## src/rtl/vend_controller.sv

```systemverilog
// Vending transaction sequencer: coin credit, price/stock checks, dispense
// handshake and 10-unit change return. All outputs are registered.
module vend_controller #(
  parameter int PRICE_CHOC = 10,
  parameter int PRICE_ICE  = 20,
  parameter int PRICE_COLD = 50,
  parameter int CREDIT_MAX = 60,
  parameter int STOCK_INIT = 4,
  parameter int TIMEOUT    = 255
) (
  input  logic       clk,
  input  logic       reset,
  input  logic       coin_valid,
  input  logic [1:0] coin,
  input  logic       sel_valid,
  input  logic [1:0] select,
  input  logic       cancel,
  input  logic       restock,
  input  logic       vend_done,
  output logic       vend_req,
  output logic [1:0] vend_item,
  output logic       change_pulse,
  output logic [5:0] credit,
  output logic       coin_reject,
  output logic       sel_reject,
  output logic [2:0] sold_out,
  output logic       busy
);

  typedef enum logic [1:0] {IDLE, CREDIT, VEND, CHANGE} state_t;

  localparam logic [3:0] STOCK_RST = 4'(STOCK_INIT);
  localparam logic [6:0] CMAX      = 7'(CREDIT_MAX);
  localparam logic [7:0] TMO       = 8'(TIMEOUT);

  state_t     state, state_n;
  logic [3:0] stock   [3];
  logic [3:0] stock_n [3];
  logic [7:0] tcount, tcount_n;
  logic [5:0] credit_n;
  logic       vend_req_n, coin_reject_n, sel_reject_n;
  logic [1:0] vend_item_n;
  logic [5:0] coin_val, price;
  logic [6:0] coin_sum;
  logic [3:0] stock_sel;
  logic       coin_fits, sel_ok;

  always_ff @(posedge clk) begin
    if (reset) begin
      state        <= IDLE;
      credit       <= '0;
      tcount       <= '0;
      stock        <= '{STOCK_RST, STOCK_RST, STOCK_RST};
      vend_req     <= 1'b0;
      vend_item    <= 2'b00;
      change_pulse <= 1'b0;
      coin_reject  <= 1'b0;
      sel_reject   <= 1'b0;
      sold_out     <= 3'b000;
      busy         <= 1'b0;
    end else begin
      state        <= state_n;
      credit       <= credit_n;
      tcount       <= tcount_n;
      stock        <= stock_n;
      vend_req     <= vend_req_n;
      vend_item    <= vend_item_n;
      change_pulse <= (state_n == CHANGE);
      coin_reject  <= coin_reject_n;
      sel_reject   <= sel_reject_n;
      sold_out     <= {stock_n[2] == 4'd0, stock_n[1] == 4'd0, stock_n[0] == 4'd0};
      busy         <= (state_n == VEND) || (state_n == CHANGE);
    end
  end

  always_comb begin
    coin_val = 6'd0;
    case (coin)
      2'b00:   coin_val = 6'd10;
      2'b01:   coin_val = 6'd20;
      2'b10:   coin_val = 6'd50;
      default: coin_val = 6'd0;
    endcase
    price     = 6'd0;
    stock_sel = 4'd0;
    case (select)
      2'b00:   begin price = 6'(PRICE_CHOC); stock_sel = stock[0]; end
      2'b01:   begin price = 6'(PRICE_ICE);  stock_sel = stock[1]; end
      2'b10:   begin price = 6'(PRICE_COLD); stock_sel = stock[2]; end
      default: begin price = 6'd0;           stock_sel = 4'd0;     end
    endcase
    coin_sum  = {1'b0, credit} + {1'b0, coin_val};
    coin_fits = (coin != 2'b11) && (coin_sum <= CMAX);
    sel_ok    = (select != 2'b11) && (stock_sel != 4'd0) && (credit >= price);
  end

  // Next state, credit, stock and pulse outputs; priority cancel > select > coin.
  always_comb begin
    state_n       = state;
    credit_n      = credit;
    stock_n       = stock;
    tcount_n      = tcount;
    vend_req_n    = vend_req;
    vend_item_n   = vend_item;
    coin_reject_n = 1'b0;
    sel_reject_n  = 1'b0;
    case (state)
      IDLE: begin
        if (sel_valid) begin
          sel_reject_n  = 1'b1;
          coin_reject_n = coin_valid;
        end else if (coin_valid) begin
          if (coin_fits) begin
            credit_n = coin_sum[5:0];
            tcount_n = 8'd0;
            state_n  = CREDIT;
          end else begin
            coin_reject_n = 1'b1;
          end
        end
        if (restock) stock_n = '{STOCK_RST, STOCK_RST, STOCK_RST};
      end
      CREDIT: begin
        if (cancel) begin
          coin_reject_n = coin_valid;
          state_n       = CHANGE;
        end else if (sel_valid) begin
          coin_reject_n = coin_valid;
          if (sel_ok) begin
            credit_n    = credit - price;
            vend_item_n = select;
            vend_req_n  = 1'b1;
            state_n     = VEND;
            for (int i = 0; i < 3; i++)
              if (select == 2'(i)) stock_n[i] = stock[i] - 4'd1;
          end else begin
            sel_reject_n = 1'b1;
            tcount_n     = 8'd0;
          end
        end else if (coin_valid && coin_fits) begin
          credit_n = coin_sum[5:0];
          tcount_n = 8'd0;
        end else begin
          coin_reject_n = coin_valid;
          tcount_n      = tcount + 8'd1;
          if (tcount + 8'd1 == TMO) state_n = CHANGE;
        end
      end
      VEND: begin
        coin_reject_n = coin_valid;
        sel_reject_n  = sel_valid;
        if (vend_done) begin
          vend_req_n  = 1'b0;
          vend_item_n = 2'b00;
          state_n     = (credit != 6'd0) ? CHANGE : IDLE;
        end
      end
      default: begin
        // Each CHANGE cycle carries one pulse; credit shows the amount still owed.
        coin_reject_n = coin_valid;
        sel_reject_n  = sel_valid;
        credit_n      = (credit >= 6'd10) ? credit - 6'd10 : 6'd0;
        if (credit <= 6'd10) state_n = IDLE;
      end
    endcase
  end

endmodule

```

## config.mk

```make
export PLATFORM = sky130hd
export DESIGN_NAME = vend_controller
export DESIGN_NICKNAME = d
export VERILOG_FILES = /design/src/rtl/vend_controller.sv
export SDC_FILE = /design/constraint.sdc
export NUM_CORES = 1
export LEC_CHECK = 0
export BUFFER_PORTS_ARGS = -buffer_cell sky130_fd_sc_hd__buf_2
export CORE_AREA = 2 2 72 74
export CTS_BUF_LIST = sky130_fd_sc_hd__clkbuf_8
export CTS_CLUSTER_SIZE = 28
export DETAILED_ROUTE_END_ITERATION = 8
export DIE_AREA = 0 0 74 76
export GPL_TIMING_DRIVEN = 0
export PLACE_DENSITY = 0.77
export SETUP_SLACK_MARGIN = 0.15
export SYNTH_ARGS = -nofsm -noshare
export SYNTH_HDL_FRONTEND = slang
export SYNTH_SLANG_ARGS = --single-unit
```

## constraint.sdc

```tcl
create_clock -name clk -period 3.2 [get_ports clk]
set_input_delay 0.8 -clock clk [delete_from_list [all_inputs] [get_ports clk]]
set_output_delay 0.8 -clock clk [all_outputs]
set_load 0.05 [all_outputs]
```

==> impl_results.html <==
<table>
<tr><th>Metric</th><th>Value</th></tr>
<tr><th colspan="2">Yosys</th></tr>
<tr><td>Biggest area contributors in the synthesized netlist</td><td>sky130_fd_sc_hd__dfxtp_1 (28%), sky130_fd_sc_hd__ha_1 (13%), sky130_fd_sc_hd__inv_1 (5.2%)</td></tr>
<tr><td>Post-synthesis cell type with the largest combined area</td><td>sky130_fd_sc_hd__dfxtp_1</td></tr>
<tr><td>Number of enable flip-flop cells after synthesis</td><td>0</td></tr>
<tr><td>Share of the yosys chip area belonging to registers</td><td>between 20 and 30%</td></tr>
<tr><td>Share of the synthesized area in the top cell type</td><td>27.6%</td></tr>
<tr><td>Cell count after synthesis</td><td>between 300 and 400</td></tr>
<tr><td>Top FF cell, synth</td><td>sky130_fd_sc_hd__dfxtp_1</td></tr>
<tr><td>Synth Register Bits</td><td>36</td></tr>
<tr><td>Post-synth ARST share</td><td>0%</td></tr>
<tr><td>Syn_nets</td><td>~370</td></tr>
<tr><td>Commonest cells post-synth</td><td>sky130_fd_sc_hd__dfxtp_1 (36), sky130_fd_sc_hd__inv_1 (36), sky130_fd_sc_hd__nor2_1 (34)</td></tr>
<tr><td>Post-synthesis cell type count</td><td>53</td></tr>
<tr><td>Mean post-synth cell area</td><td>7.92 um^2</td></tr>
<tr><td>Count of yosys warnings during synthesis</td><td>0</td></tr>
<tr><td>Post-Syn Area</td><td>~2600 um^2</td></tr>
<tr><th colspan="2">Setup path</th></tr>
<tr><td>Number of buffers and inverters on the critical path</td><td>3</td></tr>
<tr><td>Critical path peak fanout</td><td>7</td></tr>
<tr><td>Endpoint arrival time on the critical path</td><td>approximately 3.2 ns</td></tr>
<tr><td>Cell with the largest stage delay on the worst path</td><td>sky130_fd_sc_hd__a211o_4</td></tr>
<tr><td>Crit-path cells</td><td>buf_2 -&gt; inv_2 -&gt; ha_2 -&gt; inv_1 -&gt; fa_2 -&gt; xnor2_2 -&gt; nand3b_1 -&gt; o311a_4 -&gt; a211o_4 -&gt; or3_1 -&gt; a21oi_1</td></tr>
<tr><td>Startpoint-to-endpoint class of the critical path</td><td>input port to flop</td></tr>
<tr><td>Critical path startpoint category</td><td>input port</td></tr>
<tr><td>Critical path's top delay family</td><td>compound AO/OA/AOI/OAI gates</td></tr>
<tr><td>Critical Path Max Stage Delay</td><td>a little under 0.4 ns</td></tr>
<tr><td>Required time of the critical path</td><td>3.43 ns</td></tr>
<tr><td>Capturing element type of the critical path</td><td>flop</td></tr>
<tr><th colspan="2">Drt</th></tr>
<tr><td>Post-route ant nets</td><td>0</td></tr>
<tr><td>Number of vias in the routed layout</td><td>around 2600</td></tr>
<tr><td>1st-pass router iterations</td><td>5</td></tr>
<tr><td>Average routed wire per standard cell</td><td>around 15 um</td></tr>
<tr><td>Number of vias per cell</td><td>between 5 and 6</td></tr>
<tr><td>Wirelength, routed</td><td>between 6000 and 7000 um</td></tr>
<tr><td>Detailed Route Iter0 Violations</td><td>approximately 110</td></tr>
<tr><td>DRC violation count after routing</td><td>0</td></tr>
<tr><th colspan="2">STA</th></tr>
<tr><td>Final min period</td><td>~3.0 ns</td></tr>
<tr><td>Number of hold-slack violations in the final timing report</td><td>0</td></tr>
<tr><td>Highest clock rate</td><td>between 300 and 400 MHz</td></tr>
<tr><td>Worst setup skew after layout</td><td>roughly 0.0085 ns</td></tr>
<tr><td>Measured slew at the worst slew-check pin</td><td>between 0.5 and 0.6 ns</td></tr>
<tr><td>Count of endpoints failing setup in the final report</td><td>0</td></tr>
<tr><td>Worst slew margin</td><td>65.7%</td></tr>
<tr><td>Max-slew violation count</td><td>0</td></tr>
<tr><td>Fraction of the cycle the final worst path needs</td><td>92.6%</td></tr>
<tr><td>RSZ-0062 raised after global routing</td><td>false</td></tr>
<tr><th colspan="2">Clock network</th></tr>
<tr><td>CTS clock-pin slew for the worst setup and hold paths</td><td>0.08 ns</td></tr>
<tr><td>Total number of H-tree levels</td><td>2</td></tr>
<tr><td>Number of clock buffers inserted by TritonCTS</td><td>5</td></tr>
<tr><td>Clk sink count</td><td>36</td></tr>
<tr><td>Buffer levels on the longest clock path</td><td>2</td></tr>
<tr><td>Root Buffer</td><td>sky130_fd_sc_hd__clkbuf_8</td></tr>
<tr><td>Insertion delay to the later sink of the worst-skew pair</td><td>between 0.2 and 0.3 ns</td></tr>
<tr><td>CTS tree</td><td>built</td></tr>
<tr><th colspan="2">Die</th></tr>
<tr><td>Core Box Area</td><td>roughly 5000 um^2</td></tr>
<tr><td>Die Span Y</td><td>between 70 and 80 um</td></tr>
<tr><td>Starting Density</td><td>53.2%</td></tr>
<tr><td>Num ports</td><td>27</td></tr>
<tr><td>Cell row count</td><td>26</td></tr>
<tr><td>Width of the die</td><td>approximately 74 um</td></tr>
<tr><td>DIE AREA</td><td>5620 um^2</td></tr>
<tr><th colspan="2">Power</th></tr>
<tr><td>Power density over the cells</td><td>365 nW/um^2</td></tr>
<tr><td>Max IR drop VDD</td><td>0.000185 V</td></tr>
<tr><td>Final total power</td><td>between 1 and 1.5 mW</td></tr>
<tr><td>Leakage power</td><td>1.26 nW</td></tr>
<tr><th colspan="2">Global routing</th></tr>
<tr><td>Initial antenna violation count</td><td>0</td></tr>
<tr><td>Residual overflow from global routing</td><td>0</td></tr>
<tr><td>Wire length of the first global-routing pass</td><td>roughly 10000 um</td></tr>
<tr><td>Vias in the first global route</td><td>2284</td></tr>
<tr><td>Pin count of the biggest net entering global routing</td><td>12</td></tr>
<tr><td>GRT Resource Usage Total</td><td>roughly 23%</td></tr>
<tr><th colspan="2">Placement</th></tr>
<tr><td>Routability Congestion</td><td>0.926</td></tr>
<tr><td>Port Buffers</td><td>23</td></tr>
<tr><td>Number of cells in the design after placement</td><td>423</td></tr>
<tr><td>Half-perimeter wire length after placement</td><td>4730 um</td></tr>
<tr><th colspan="2">Final layout</th></tr>
<tr><td>Antenna cell count</td><td>0</td></tr>
<tr><td>Share of final-layout standard cells stronger than drive strength 1</td><td>20.2%</td></tr>
<tr><td>Number of standard cells in the final layout excluding fillers</td><td>436</td></tr>
<tr><td>Number of nets in the layout</td><td>just over 400</td></tr>
<tr><td>Layout overhead on the synthesized area</td><td>20.3%</td></tr>
<tr><th colspan="2">Status</th></tr>
<tr><td>Run status</td><td>finished clean</td></tr>
<tr><th colspan="2">Min path</th></tr>
<tr><td>Class of the worst hold path</td><td>flop to flop</td></tr>
<tr><th colspan="2">Flow run</th></tr>
<tr><td>Count of max-cap constraint violations</td><td>0</td></tr>
</table>
path summary, 6_finish.rpt:
check / startpoint / endpoint / slack, ns / depth (start not counted)
worst max-delay path: coin[1] / tcount[1] / 0.24 / 11
worst min-delay path: vend_req / vend_req / 0.49 / 2
worst max register to register: credit[1] / tcount[1] / 0.41 / 9
worst min register to register: vend_req / vend_req / 0.49 / 2
where the power goes:
part	switching (mW)	total [mW]	internal (mW)
Sequential	0.0180	0.476	0.458
Combinational	0.204	0.331	0.127
Clock	0.170	0.342	0.172
Total	0.392	1.15	0.756
sequential cells by signal, indices dropped and copies added (netlist names):
signal and flops:
busy 1, change_pulse 1, coin_reject 1, credit 5, sel_reject 1, sold_out 3
state 1, stock 12, tcount 8, vend_item 2, vend_req 1
routing by layer:
| layer | up-vias | wire length [um] | track usage, % |
|---|---|---|---|
| met4 | 0 | 145 | 8.73 |
| li1 | 1257 | - | - |
| met3 | 13 | 254 | 3.70 |
| met2 | 78 | 3110 | 35.7 |
| met1 | 1206 | 2980 | 32.3 |
| met5 | - | 0 | 0 |
worst reg2reg max path, cell delays in order (launching register included):
cell and delay, ns:
sky130_fd_sc_hd__dfxtp_1 0.51, sky130_fd_sc_hd__ha_4 0.20, sky130_fd_sc_hd__inv_1 0.05, sky130_fd_sc_hd__fa_2 0.40, sky130_fd_sc_hd__xnor2_2 0.20, sky130_fd_sc_hd__nand3b_1 0.15, sky130_fd_sc_hd__o311a_4 0.38, sky130_fd_sc_hd__a211o_4 0.39
sky130_fd_sc_hd__or3_1 0.31, sky130_fd_sc_hd__a21oi_1 0.13
stage by stage:
step | setup TNS (ns) | hold slack, ns | worst slack (ns) | cell area, um^2 | util [%]
floorplan | 0 | 0.454 | 0.203 | 2620 | -
global placement | -5.20 | 0.465 | -0.352 | 2820 | 57.4
detailed placement | -6.48 | 0.474 | -0.456 | 2820 | 57.4
CTS | 0 | 0.489 | 0.152 | 2980 | 60.7
global route | 0 | 0.509 | 0.122 | 3150 | 64.0
finish | 0 | 0.487 | 0.238 | 3150 | 64.0
cells in the final DEF, fill, tap and decap left out, types with 3 or more instances in the layout:
cell and count:
sky130_fd_sc_hd__a211oi_1 4, sky130_fd_sc_hd__a21oi_1 11, sky130_fd_sc_hd__a22oi_1 3, sky130_fd_sc_hd__a31oi_1 5, sky130_fd_sc_hd__a32o_1 5, sky130_fd_sc_hd__and3_1 6, sky130_fd_sc_hd__buf_2 23, sky130_fd_sc_hd__buf_4 8
sky130_fd_sc_hd__clkbuf_1 8, sky130_fd_sc_hd__clkbuf_8 6, sky130_fd_sc_hd__dfxtp_1 36, sky130_fd_sc_hd__ha_1 18, sky130_fd_sc_hd__ha_4 8, sky130_fd_sc_hd__inv_1 33, sky130_fd_sc_hd__mux2i_1 5, sky130_fd_sc_hd__nand2_1 24
sky130_fd_sc_hd__nand3_1 8, sky130_fd_sc_hd__nand3b_1 3, sky130_fd_sc_hd__nor2_1 33, sky130_fd_sc_hd__nor3_1 15, sky130_fd_sc_hd__nor3_2 4, sky130_fd_sc_hd__nor3b_1 5, sky130_fd_sc_hd__o21ai_0 13, sky130_fd_sc_hd__o311ai_0 3
sky130_fd_sc_hd__o31ai_1 8, sky130_fd_sc_hd__or3_1 5, sky130_fd_sc_hd__xnor2_1 6
logic make-up (layout without fill, tap and decap cells):
group           count (synthesis)  after routing  share of synthesized area (%)
simple gates                  119            119                           22.7
compound gates                 80             80                           21.8
buf+inv                        48             84                           7.13
flops                          36             36                           27.6
fa+ha+maj                      30             30                           14.9
xor+xnor                        9              9                           3.01
mux                             7              7                           2.78
other cells                     1              1                          0.143
cell type report:
| class | count | area (um^2) |
|---|---|---|
| inverters | 37 | 144 |
| clock buffers | 6 | 82.6 |
| fillers | 430 | 1770 |
| plain buffers | 11 | 52.6 |
| clock inverters | 2 | 11.3 |
| flip-flops and latches | 36 | 721 |
| multi-input cells | 246 | 1890 |
| well taps | 70 | 87.6 |
| repair buffers | 28 | 153 |
timing repair:
action / in CTS / in global routing
setup endpoints to repair: 21 / 29
resized for setup: 13 / 31
pin swaps: 2 / 9
buffers inserted: 2 / 3
hold endpoints to repair: 0 / 0
hold buffers: 0 / 0
Power figures use the tool's default switching activity.
